### config.mk
export PLATFORM = sky130hd
export DESIGN_NAME = uart_lite_axi_regs
export DESIGN_NICKNAME = d
export VERILOG_FILES = /design/src/rtl/uart_lite_axi_regs.sv
export SDC_FILE = /design/constraint.sdc
export NUM_CORES = 1
export LEC_CHECK = 0
export ABC_AREA = 1
export CORE_MARGIN = 2
export CORE_UTILIZATION = 55
export CTS_BUF_LIST = sky130_fd_sc_hd__clkbuf_16
export DETAILED_ROUTE_END_ITERATION = 8
export HOLD_SLACK_MARGIN = 0.12
export PLACE_DENSITY = 0.77
export SYNTH_ARGS = -nofsm -noshare
export SYNTH_HDL_FRONTEND = slang
export SYNTH_SLANG_ARGS = --single-unit
### constraint.sdc
create_clock -name s_axi_aclk -period 3.1 [get_ports s_axi_aclk]
set_input_delay 0.31 -clock s_axi_aclk [delete_from_list [all_inputs] [get_ports s_axi_aclk]]
set_output_delay 0.31 -clock s_axi_aclk [all_outputs]
set_load 0.1 [all_outputs]
### src/rtl/uart_lite_axi_regs.sv
// uart_lite_axi_regs
// AXI4-Lite register block for a UART-Lite. It holds the RX FIFO, TX FIFO,
// STAT and CTRL registers and moves bytes between the bus and the serial cores.
//
// Ports
//   s_axi_aclk, s_axi_areset     clock, synchronous active-high reset
//   s_axi_aw*/w*/b*              AXI4-Lite write address / data / response
//   s_axi_ar*/r*                 AXI4-Lite read address / data
//   tx_data, tx_valid, tx_ready  TX FIFO head byte stream to the TX shifter
//   rx_data, rx_valid            byte strobe from the RX sampler (no backpressure)
//   rx_frame_err, rx_parity_err  error strobes from the RX sampler
//   interrupt                    one-cycle pulse on RX empty->non-empty or TX non-empty->empty
//
// Register map (addr[3:2]): 0 RX_FIFO (RO, pops), 1 TX_FIFO (WO, pushes),
// 2 STAT (RO, clears sticky [7:5]), 3 CTRL (WO: [0] flush TX, [1] flush RX, [4] intr_en).
module uart_lite_axi_regs #(
    parameter int FIFO_DEPTH = 16,
    parameter int ADDR_W     = 13
) (
    input  logic              s_axi_aclk,
    input  logic              s_axi_areset,
    input  logic [ADDR_W-1:0] s_axi_awaddr,
    input  logic              s_axi_awvalid,
    output logic              s_axi_awready,
    input  logic [31:0]       s_axi_wdata,
    input  logic [3:0]        s_axi_wstrb,
    input  logic              s_axi_wvalid,
    output logic              s_axi_wready,
    output logic [1:0]        s_axi_bresp,
    output logic              s_axi_bvalid,
    input  logic              s_axi_bready,
    input  logic [ADDR_W-1:0] s_axi_araddr,
    input  logic              s_axi_arvalid,
    output logic              s_axi_arready,
    output logic [31:0]       s_axi_rdata,
    output logic [1:0]        s_axi_rresp,
    output logic              s_axi_rvalid,
    input  logic              s_axi_rready,
    output logic [7:0]        tx_data,
    output logic              tx_valid,
    input  logic              tx_ready,
    input  logic [7:0]        rx_data,
    input  logic              rx_valid,
    input  logic              rx_frame_err,
    input  logic              rx_parity_err,
    output logic              interrupt
);

    localparam int AW = $clog2(FIFO_DEPTH);
    localparam logic [AW:0] DEPTH_C  = (AW+1)'(FIFO_DEPTH);
    localparam logic [AW:0] PTR_ONE  = (AW+1)'(1);
    localparam logic [AW:0] PTR_ZERO = (AW+1)'(0);

    localparam logic [1:0] RESP_OKAY   = 2'b00;
    localparam logic [1:0] RESP_SLVERR = 2'b10;

    localparam logic [1:0] REG_RX   = 2'd0;
    localparam logic [1:0] REG_TX   = 2'd1;
    localparam logic [1:0] REG_STAT = 2'd2;
    localparam logic [1:0] REG_CTRL = 2'd3;

    typedef enum logic {W_IDLE = 1'b0, W_RESP = 1'b1} w_state_t;
    typedef enum logic {R_IDLE = 1'b0, R_DATA = 1'b1} r_state_t;

    w_state_t    w_state_r;
    logic        awready_r, wready_r, bvalid_r;
    logic [1:0]  bresp_r;
    r_state_t    r_state_r;
    logic        arready_r, rvalid_r;
    logic [31:0] rdata_r;
    logic [1:0]  rresp_r;

    logic [7:0]  rx_mem_r [FIFO_DEPTH];
    logic [AW:0] rx_wr_ptr_r, rx_rd_ptr_r;
    logic [7:0]  tx_mem_r [FIFO_DEPTH];
    logic [AW:0] tx_wr_ptr_r, tx_rd_ptr_r;
    logic [AW:0] tx_wr_ptr_nxt_s, tx_rd_ptr_nxt_s;
    logic        tx_valid_r;
    logic [7:0]  tx_data_r;

    logic        intr_en_r, overrun_r, frame_err_r, parity_err_r;
    logic        rx_empty_d_r, tx_empty_d_r, interrupt_r;

    logic        wr_hs_s, rd_hs_s, wr_bad_s, ctrl_wr_s;
    logic [1:0]  wr_sel_s, rd_sel_s;
    logic        rx_empty_s, rx_full_s, tx_empty_s, tx_full_s;
    logic        rx_push_s, rx_pop_s, rx_flush_s, overrun_set_s;
    logic        tx_push_s, tx_pop_s, tx_flush_s, tx_bypass_s;
    logic        stat_clr_s;
    logic [31:0] stat_s, rd_data_s;
    logic [1:0]  rd_resp_s;
    logic        unused_s;

    assign unused_s = ^{s_axi_awaddr[ADDR_W-1:4], s_axi_awaddr[1:0],
                        s_axi_araddr[ADDR_W-1:4], s_axi_araddr[1:0],
                        s_axi_wdata[31:8], s_axi_wstrb[3:1]};

    // Handshakes complete in the cycle the registered ready is high.
    assign wr_hs_s  = (w_state_r == W_IDLE) && awready_r && s_axi_awvalid && s_axi_wvalid;
    assign rd_hs_s  = (r_state_r == R_IDLE) && arready_r && s_axi_arvalid;
    assign wr_sel_s = s_axi_awaddr[3:2];
    assign rd_sel_s = s_axi_araddr[3:2];
    assign wr_bad_s = (wr_sel_s == REG_RX) || (wr_sel_s == REG_STAT);

    assign ctrl_wr_s  = wr_hs_s && (wr_sel_s == REG_CTRL) && s_axi_wstrb[0];
    assign tx_flush_s = ctrl_wr_s && s_axi_wdata[0];
    assign rx_flush_s = ctrl_wr_s && s_axi_wdata[1];

    // Pointers carry one extra wrap bit so full and empty are distinguishable.
    assign rx_empty_s = (rx_wr_ptr_r == rx_rd_ptr_r);
    assign rx_full_s  = ((rx_wr_ptr_r - rx_rd_ptr_r) == DEPTH_C);
    assign tx_empty_s = (tx_wr_ptr_r == tx_rd_ptr_r);
    assign tx_full_s  = ((tx_wr_ptr_r - tx_rd_ptr_r) == DEPTH_C);

    // A pop frees a slot in the same cycle, so a full FIFO may still accept a push.
    assign rx_pop_s      = rd_hs_s && (rd_sel_s == REG_RX) && !rx_empty_s;
    assign rx_push_s     = rx_valid && (!rx_full_s || rx_pop_s);
    assign overrun_set_s = rx_valid && rx_full_s && !rx_pop_s;
    assign tx_pop_s      = tx_valid_r && tx_ready;
    assign tx_push_s     = wr_hs_s && (wr_sel_s == REG_TX) && s_axi_wstrb[0] && (!tx_full_s || tx_pop_s);
    assign stat_clr_s    = rd_hs_s && (rd_sel_s == REG_STAT);

    assign stat_s = {24'h000000, parity_err_r, frame_err_r, overrun_r, intr_en_r,
                     tx_full_s, tx_empty_s, rx_full_s, !rx_empty_s};

    // Read data/response selection for the address on the AR channel.
    always_comb begin
        rd_data_s = 32'h0000_0000;
        rd_resp_s = RESP_OKAY;
        case (rd_sel_s)
            REG_RX: begin
                if (rx_empty_s) begin
                    rd_data_s = 32'h0000_0000;
                end else begin
                    rd_data_s = {24'h000000, rx_mem_r[rx_rd_ptr_r[AW-1:0]]};
                end
            end
            REG_STAT: rd_data_s = stat_s;
            REG_TX, REG_CTRL: rd_resp_s = RESP_SLVERR;
            default: begin
                rd_data_s = 32'h0000_0000;
                rd_resp_s = RESP_SLVERR;
            end
        endcase
    end

    // Write channel FSM: accept AW and W together, then hold B until bready.
    always_ff @(posedge s_axi_aclk) begin
        if (s_axi_areset) begin
            w_state_r <= W_IDLE;
            awready_r <= 1'b0;
            wready_r  <= 1'b0;
            bvalid_r  <= 1'b0;
            bresp_r   <= RESP_OKAY;
        end else begin
            case (w_state_r)
                W_IDLE: begin
                    if (awready_r) begin
                        awready_r <= 1'b0;
                        wready_r  <= 1'b0;
                        if (wr_hs_s) begin
                            bvalid_r  <= 1'b1;
                            bresp_r   <= wr_bad_s ? RESP_SLVERR : RESP_OKAY;
                            w_state_r <= W_RESP;
                        end
                    end else if (s_axi_awvalid && s_axi_wvalid) begin
                        awready_r <= 1'b1;
                        wready_r  <= 1'b1;
                    end
                end
                W_RESP: begin
                    if (s_axi_bready) begin
                        bvalid_r  <= 1'b0;
                        w_state_r <= W_IDLE;
                    end
                end
                default: begin
                    w_state_r <= W_IDLE;
                    awready_r <= 1'b0;
                    wready_r  <= 1'b0;
                    bvalid_r  <= 1'b0;
                end
            endcase
        end
    end

    // Read channel FSM: capture data at the AR handshake, hold R until rready.
    always_ff @(posedge s_axi_aclk) begin
        if (s_axi_areset) begin
            r_state_r <= R_IDLE;
            arready_r <= 1'b0;
            rvalid_r  <= 1'b0;
            rdata_r   <= 32'h0000_0000;
            rresp_r   <= RESP_OKAY;
        end else begin
            case (r_state_r)
                R_IDLE: begin
                    if (arready_r) begin
                        arready_r <= 1'b0;
                        if (rd_hs_s) begin
                            rvalid_r  <= 1'b1;
                            rdata_r   <= rd_data_s;
                            rresp_r   <= rd_resp_s;
                            r_state_r <= R_DATA;
                        end
                    end else if (s_axi_arvalid) begin
                        arready_r <= 1'b1;
                    end
                end
                R_DATA: begin
                    if (s_axi_rready) begin
                        rvalid_r  <= 1'b0;
                        r_state_r <= R_IDLE;
                    end
                end
                default: begin
                    r_state_r <= R_IDLE;
                    arready_r <= 1'b0;
                    rvalid_r  <= 1'b0;
                end
            endcase
        end
    end

    // RX FIFO storage.
    always_ff @(posedge s_axi_aclk) begin
        if (rx_push_s && !rx_flush_s) begin
            rx_mem_r[rx_wr_ptr_r[AW-1:0]] <= rx_data;
        end
    end

    // RX FIFO pointers; a flush overrides any push or pop in the same cycle.
    always_ff @(posedge s_axi_aclk) begin
        if (s_axi_areset || rx_flush_s) begin
            rx_wr_ptr_r <= PTR_ZERO;
            rx_rd_ptr_r <= PTR_ZERO;
        end else begin
            if (rx_push_s) rx_wr_ptr_r <= rx_wr_ptr_r + PTR_ONE;
            if (rx_pop_s)  rx_rd_ptr_r <= rx_rd_ptr_r + PTR_ONE;
        end
    end

    // TX FIFO next-pointer computation, shared by pointers and registered head.
    always_comb begin
        tx_wr_ptr_nxt_s = tx_wr_ptr_r;
        tx_rd_ptr_nxt_s = tx_rd_ptr_r;
        if (tx_flush_s) begin
            tx_wr_ptr_nxt_s = PTR_ZERO;
            tx_rd_ptr_nxt_s = PTR_ZERO;
        end else begin
            if (tx_push_s) begin
                tx_wr_ptr_nxt_s = tx_wr_ptr_r + PTR_ONE;
            end else begin
                tx_wr_ptr_nxt_s = tx_wr_ptr_r;
            end
            if (tx_pop_s) begin
                tx_rd_ptr_nxt_s = tx_rd_ptr_r + PTR_ONE;
            end else begin
                tx_rd_ptr_nxt_s = tx_rd_ptr_r;
            end
        end
    end

    // A byte pushed into the slot that becomes the head bypasses the array.
    assign tx_bypass_s = tx_push_s && !tx_flush_s &&
                         (tx_wr_ptr_r[AW-1:0] == tx_rd_ptr_nxt_s[AW-1:0]);

    // TX FIFO storage.
    always_ff @(posedge s_axi_aclk) begin
        if (tx_push_s && !tx_flush_s) begin
            tx_mem_r[tx_wr_ptr_r[AW-1:0]] <= s_axi_wdata[7:0];
        end
    end

    // TX FIFO pointers and the registered head presented to the shifter.
    always_ff @(posedge s_axi_aclk) begin
        if (s_axi_areset) begin
            tx_wr_ptr_r <= PTR_ZERO;
            tx_rd_ptr_r <= PTR_ZERO;
            tx_valid_r  <= 1'b0;
            tx_data_r   <= 8'h00;
        end else begin
            tx_wr_ptr_r <= tx_wr_ptr_nxt_s;
            tx_rd_ptr_r <= tx_rd_ptr_nxt_s;
            tx_valid_r  <= (tx_wr_ptr_nxt_s != tx_rd_ptr_nxt_s);
            tx_data_r   <= tx_bypass_s ? s_axi_wdata[7:0] : tx_mem_r[tx_rd_ptr_nxt_s[AW-1:0]];
        end
    end

    // Control and sticky status; a new error in the clearing cycle is kept.
    always_ff @(posedge s_axi_aclk) begin
        if (s_axi_areset) begin
            intr_en_r    <= 1'b0;
            overrun_r    <= 1'b0;
            frame_err_r  <= 1'b0;
            parity_err_r <= 1'b0;
        end else begin
            if (ctrl_wr_s) intr_en_r <= s_axi_wdata[4];
            overrun_r    <= (overrun_r    && !stat_clr_s) || overrun_set_s;
            frame_err_r  <= (frame_err_r  && !stat_clr_s) || rx_frame_err;
            parity_err_r <= (parity_err_r && !stat_clr_s) || rx_parity_err;
        end
    end

    // Interrupt pulse on RX becoming non-empty or TX becoming empty.
    always_ff @(posedge s_axi_aclk) begin
        if (s_axi_areset) begin
            rx_empty_d_r <= 1'b1;
            tx_empty_d_r <= 1'b1;
            interrupt_r  <= 1'b0;
        end else begin
            rx_empty_d_r <= rx_empty_s;
            tx_empty_d_r <= tx_empty_s;
            interrupt_r  <= intr_en_r && ((rx_empty_d_r && !rx_empty_s) ||
                                          (!tx_empty_d_r && tx_empty_s));
        end
    end

    assign s_axi_awready = awready_r;
    assign s_axi_wready  = wready_r;
    assign s_axi_bvalid  = bvalid_r;
    assign s_axi_bresp   = bresp_r;
    assign s_axi_arready = arready_r;
    assign s_axi_rvalid  = rvalid_r;
    assign s_axi_rdata   = rdata_r;
    assign s_axi_rresp   = rresp_r;
    assign tx_valid      = tx_valid_r;
    assign tx_data       = tx_data_r;
    assign interrupt     = interrupt_r;

endmodule

==> results of run 1 <==
layout make-up:
class | count | area [sq um] | area share (%)
flip-flops and latches | 313 | 8830 | 56.93
inverters | 106 | 397.9 | 2.566
repair buffers | 95 | 863.3 | 5.567
clock inverters | 26 | 220.2 | 1.420
well taps | 324 | 405.4 | 2.614
clock buffers | 35 | 875.8 | 5.647
multi-input cells | 741 | 3916 | 25.25
tightest hold or removal path, delay by kind of cell:
| family | cells | cell delay [ns] |
|---|---|---|
| and+or+nand+nor | 1 | 0.07 |
| buffers and inverters | 1 | 0.46 |
| AOI/OAI and AO/OA | 1 | 0.04 |
report_power, final:
part           internal [mW]  switching (mW)  total [mW]
clock                   2.31            1.61        3.92
sequential              4.62          0.0272        4.64
combinational          0.333           0.891        1.22
metrics by stage:
| step | util [%] | hold WS, ns |
|---|---|---|
| 2_1_floorplan | - | 0.4002 |
| 3_3_place_gp | 59.37 | 0.4364 |
| 3_5_place_dp | 59.37 | 0.4467 |
| 4_1_cts | 63.89 | 0.3786 |
| 5_1_grt | 63.96 | 0.4101 |
| 6_report | 63.96 | 0.3928 |
state kept, by name, summed over array words and instances (netlist names), 5 cells and up, named ones only:
register,flops
s_axi_rdata,8
rx_wr_ptr_r,5
rx_rd_ptr_r,5
tx_data,8
rx_mem_r,128
tx_wr_ptr_r,5
tx_mem_r,128
tx_rd_ptr_r,5
kinds of logic after synthesis:
| kind of cell | count (synthesis) | share of synthesized area [%] |
|---|---|---|
| AO/OA/AOI/OAI | 244 | 10.91 |
| buffers and inverters | 187 | 6.604 |
| other | 1 | 0.02772 |
| XOR/XNOR | 11 | 0.7123 |
| flip-flops | 313 | 65.27 |
| adder cells (fa/ha/maj) | 18 | 1.665 |
| AND/OR/NAND/NOR | 442 | 14.81 |
synthesized netlist by cell type (5+ instances only):
library cell    n  share of area, %
edfxtp_1      256                57
nand2_1       169               4.7
nor2_1        133               3.7
o21ai_0       101               3.7
inv_1          99               2.7
nand3_1        69               2.6
dfxtp_1        57               8.4
a21oi_1        53               2.0
o211ai_1       45               2.5
buf_4          28               1.6
clkbuf_1       25              0.69
o221ai_1       23               1.5
ha_1           18               1.7
or2_2          18              0.83
buf_2          14              0.52
nor3_1         10              0.37
buf_6           9              0.75
xor2_1          9              0.58
nand3b_1        7              0.39
or2_1           7              0.32
inv_2           6              0.17
nand2_2         5              0.23
nand4_1         5              0.23
metal layers:
layer  GRT usage, %  part of all wire (%)  vias to the layer above  wire length (um)
li1               -                     -                     4383                 -
met1          30.28                    40                     4395             11940
met2          39.46                    49                      388             14840
met3          3.951                   7.4                       70              2236
met4          9.456                   3.6                        0              1074
met5              0                     0                        -                 0
worst max path at each step:
stage	startpoint	to	slack, ns	depth (start not counted)
floorplan	s_axi_arready	rx_mem_r[7][0]	0.30	10
global placement	rx_wr_ptr_r[0]	rx_mem_r[4][7]	0.25	15
detailed placement	rx_rd_ptr_r[1]	rx_mem_r[5][7]	0.13	16
CTS	rx_rd_ptr_r[1]	rx_mem_r[12][2]	0.10	16
global route	rx_rd_ptr_r[1]	rx_mem_r[13][0]	-0.12	16
finish	rx_rd_ptr_r[1]	rx_mem_r[13][2]	0.09	16
what timing repair did:
action,4_1_cts,5_1_grt
setup buffers,0,0
hold buffers,0,0
gates resized for setup,0,7
setup endpoints to repair,0,98
==> impl_metrics.py, run 1 <==
metrics = {
    "global_route": {
        "antenna_found_initial": 0,
        "grtUsageTotal_pct": 23.35,
        "overflow": 0,
        "grt_pass1_vias": 8962,
        "grt_max_degree": 66,
        "grt_pass1_wl_um": 47270,
    },
    "clock_network": {
        "path_clk_slew_ns": 0.06,
        "ctsHtreeMaxLevel": 2,
        "cts_tree": "built",
        "clockBufferDepth": 3,
        "root_buffer": "clkbuf_16",
        "worstSkewPairLatency_ns": 0.52,
        "cts_buffers": 34,
        "cts_num_sinks": 313,
    },
    "timing": {
        "fin_crit_sh_pct": 97.26,
        "tightest_slew_ns": 0.9977,
        "setup_viol": 0,
        "rsz0062_at_grt": "yes",
        "fin_crit_ns": 3.015,
        "tns_ns": 0,
        "finalMaxSlewViolations": 0,
        "max_freq_mhz": 331.7,
        "slew-limit-headroom_pct": 33.28,
        "fin_ws_ns": 0.08509,
        "hold_violations": 0,
        "skew_ns": 0.02500,
    },
    "logic_synthesis": {
        "ys_ff_latch": 313,
        "ys_seq_area_share_pct": 65.27,
        "synth_cell_type_count": 51,
        "ys_warn_count": 0,
        "syn_avg_cell_area_sq_um": 11.12,
        "syn_area_sq_mm": 0.01353,
        "synth-edff-count": 256,
        "synth_flop_cell": "edfxtp_1",
        "netlist_instances": 1216,
        "ys_async_sr_fraction_pct": 0,
    },
    "drt": {
        "drc": 0,
        "wirelength_um": 30090,
        "avgRoutedWirePerCell_um": 18.35,
        "first_iter_violations": 1019,
        "ant_nets": 0,
        "drt_first_pass_iters": 6,
        "vias": 9236,
        "vias_per_cell": 5.632,
    },
    "setup_path": {
        "crit_chain": "inv_1 -> ha_1 -> inv_1 -> o21bai_2 -> nand2_1 -> nand2_1 -> nand2_1 -> nand2_1 -> nand2_1 -> nand2_1 -> nor2_1 -> nand2_1 -> nand2_2 -> nor2_1 -> nand2_1 -> nor2_1",
        "critPathRequiredTime_ns": 3.23,
        "startpoint_type": "flop",
        "worst_setup_path_end_kind": "flop",
        "critical-path-top-delay-family": "simple AND/OR/NAND/NOR gates",
        "reg2reg_to": "rx_mem_r[13][2]",
        "r2r_start": "rx_rd_ptr_r[1]",
        "r2r_cells": 16,
        "path_buf_inv": 2,
        "critPathMaxFanout": 8,
        "crit_type": "flop to flop",
        "worstPathArrival_ns": 3.15,
        "reg2reg_setup_slack_ns": 0.09,
        "path_common_cell": "nand2_1",
        "critPathSlowestCell": "nor2_1",
        "slowest_delay_ns": 0.65,
    },
    "placed_design": {
        "postPlaceCellArea_sq_mm": 0.01440,
        "place_inst": 1579,
        "place_ws_ns": 0.1273,
        "port_buffers": 56,
        "hpwlAfterDp_um": 19350,
        "place.gp.congestion": 0.8750,
    },
    "final_layout": {
        "n_antenna_cell": 0,
        "final_area_sq_mm": 0.01551,
        "mostFrequentLayoutCells": "edfxtp_1 (256), nand2_1 (169), nor2_1 (126), inv_1 (105), o21ai_0 (101)",
        "nets": 1390,
        "final_cells": 1640,
        "layout_commonest_cell": "edfxtp_1",
        "fillers": 1851,
        "layout-drive-gt1-share_pct": 10.79,
        "area_delta_synth_final_pct": 14.65,
    },
    "power": {
        "totalPowerFinal_mw": 9.786,
        "p_per_area_mw_per_mm2": 631.0,
        "leakage_nw": 5.786,
        "ir_drop_mv": 0.4913,
    },
    "run": {
        "cap_violations": 0,
    },
    "floorplanning": {
        "rows": 57,
        "die_w_um": 160.8,
        "io_pins": 132,
        "die-area_sq_mm": 0.02586,
        "initial_utilization_pct": 55.78,
        "die_h_um": 160.8,
        "core_region_area_sq_mm": 0.02425,
    },
    "outcome": {
        "outcome": "finished, final reports clean",
    },
    "hold_path": {
        "worstHoldPathCells": 3,
        "worst_hold_path.endpoint": "parity_err_r",
        "worstHoldStart": "rx_parity_err",
        "hp-class": "input pin to flop",
    },
}
No activity file was read; power rests on OpenSTA's default activity.
==> inputs of run 2 (changes only) <==
- CAP_MARGIN: default -> 20
- CORE_ASPECT_RATIO: default -> 0.5
==> run 2 against run 1 <==
Hold slack got worse by 0.039 ns. Maximum frequency fell by 0.86%. Clock skew down 0.0049 ns. Power decreased by 5.6%. Via count decreased by 0.17%. Critical endpoint is now rx_mem_r[10][1]. Largest power group unchanged.
==> impl_metrics.py, run 2 (synthesis gave the netlist of run 1 again) <==
metrics = {
    "outcome": {
        "outcome": "finished, final reports clean",
    },
    "placed_design": {
        "port_buffers": 56,
        "place.gp.congestion": 0.8754,
        "hpwlAfterDp_um": 19040,
        "postPlaceCellArea_sq_mm": 0.01439,
    },
    "drt": {
        "wirelength_um": 29870,
        "avgRoutedWirePerCell_um": 18.23,
        "drc": 0,
        "ant_nets": 0,
        "vias_per_cell": 5.625,
        "drt_first_pass_iters": 6,
        "vias": 9220,
        "first_iter_violations": 875,
    },
    "clock_network": {
        "cts_num_sinks": 313,
        "worstSkewPairLatency_ns": 0.55,
        "path_clk_slew_ns": 0.07,
        "clockBufferDepth": 3,
        "root_buffer": "clkbuf_16",
        "cts_tree": "built",
        "ctsHtreeMaxLevel": 1,
        "cts_buffers": 27,
        "postCtsSetupBuffers": 0,
    },
    "timing": {
        "fin_crit_sh_pct": 98.09,
        "rsz0062_at_grt": "yes",
        "finalMaxSlewViolations": 0,
        "tightest_slew_ns": 0.9986,
        "setup_viol": 0,
        "tns_ns": 0,
        "hold_violations": 0,
        "skew_ns": 0.02005,
        "fin_crit_ns": 3.041,
        "max_freq_mhz": 328.8,
        "slew-limit-headroom_pct": 33.22,
    },
    "final_layout": {
        "nets": 1381,
        "fillers": 1791,
        "layout_commonest_cell": "edfxtp_1",
        "n_antenna_cell": 0,
        "layout-drive-gt1-share_pct": 9.593,
        "mostFrequentLayoutCells": "edfxtp_1 (256), nand2_1 (169), nor2_1 (127), inv_1 (108), o21ai_0 (101)",
        "utilization_pct": 63.47,
        "final_area_sq_mm": 0.01528,
        "area_delta_synth_final_pct": 12.95,
    },
    "global_route": {
        "grt_pass1_wl_um": 47020,
        "grt_pass1_vias": 8938,
        "grt_max_degree": 66,
        "grtUsageTotal_pct": 23.33,
        "overflow": 0,
        "antenna_found_initial": 0,
    },
    "run": {
        "cap_violations": 0,
    },
    "floorplanning": {
        "core_region_area_sq_mm": 0.02407,
        "rows": 40,
        "die_w_um": 225.8,
        "die_h_um": 114.9,
        "initial_utilization_pct": 56.19,
        "die-area_sq_mm": 0.02594,
        "io_pins": 132,
    },
    "setup_path": {
        "crit_type": "flop to flop",
        "critPathRequiredTime_ns": 3.28,
        "critPathMaxFanout": 8,
        "startpoint_type": "flop",
        "worst_setup_path_end_kind": "flop",
        "reg2reg_setup_slack_ns": 0.06,
        "worstPathArrival_ns": 3.22,
    },
    "power": {
        "leakage_nw": 5.677,
        "ir_drop_mv": 0.3498,
        "p_per_area_mw_per_mm2": 604.6,
    },
    "hold_path": {
        "hp-class": "input pin to flop",
    },
}
-- run 2: power by group --
group	switching, mW	internal, mW
sequential	0.0293	4.61
clock	1.47	1.91
combinational	0.898	0.313
total	2.40	6.84
-- run 2: worst paths after layout --
check | startpoint | cells past startpoint | endpoint
setup reg to reg | rx_wr_ptr_r[0] | 15 | rx_mem_r[10][1]
hold / removal | s_axi_awaddr[2] | 2 | s_axi_bresp[1]
setup / recovery | rx_wr_ptr_r[0] | 15 | rx_mem_r[10][1]
hold reg to reg | s_axi_wready | 2 | s_axi_wready
-- run 2: area by class of cell --
cell class	instances	area [sq um]	area share (%)
repair buffers	93	838.3	5.487
inverters	106	397.9	2.604
clock inverters	23	202.7	1.327
multi-input cells	741	3914	25.62
clock buffers	27	675.6	4.422
flip-flops and latches	313	8830	57.79
well taps	336	420.4	2.752
-- run 2: what timing repair did --
item,CTS,global route
hold buffers,0,0
resized for setup,0,6
endpoints found under the setup margin,0,104
-- run 2: worst max-delay path, stage by stage (launching register included) --
cell      delay (ns)
dfxtp_1         0.42
inv_1           0.14
ha_1            0.23
o21bai_2        0.17
nand2_1         0.09
nand2_1         0.06
nand2_1         0.08
nand2_1         0.07
nand2_1         0.04
nand2_1         0.06
nor2_1          0.07
nand2_1         0.08
nand2_2         0.11
nor2_1          0.18
nand2_1         0.14
nor2_1          0.72
-- run 2: metal layers --
metal | routed length, um | track usage (%)
met1 | 12270 | 29.96
met2 | 14890 | 41.39
met3 | 2072 | 3.987
met4 | 643 | 6.578
met5 | 0 | 0
-- run 2: stage by stage --
stage	setup WS (ns)	instances	hold slack (ns)	total power [mW]
2_1_floorplan	0.2967	1241	0.4002	5.658
3_3_place_gp	0.2619	1589	0.4373	5.890
3_5_place_dp	0.07687	1589	0.4417	5.927
4_1_cts	0.06649	1639	0.3394	9.274
5_1_grt	-0.1754	1639	0.3634	9.561
6_report	0.05909	1639	0.3539	9.237
==> inputs of run 3 (changes only) <==
- SKIP_CTS_REPAIR_TIMING: default -> 1
==> results of run 3 <==
Final layout, timing and power as in run 2 (identical DEF).
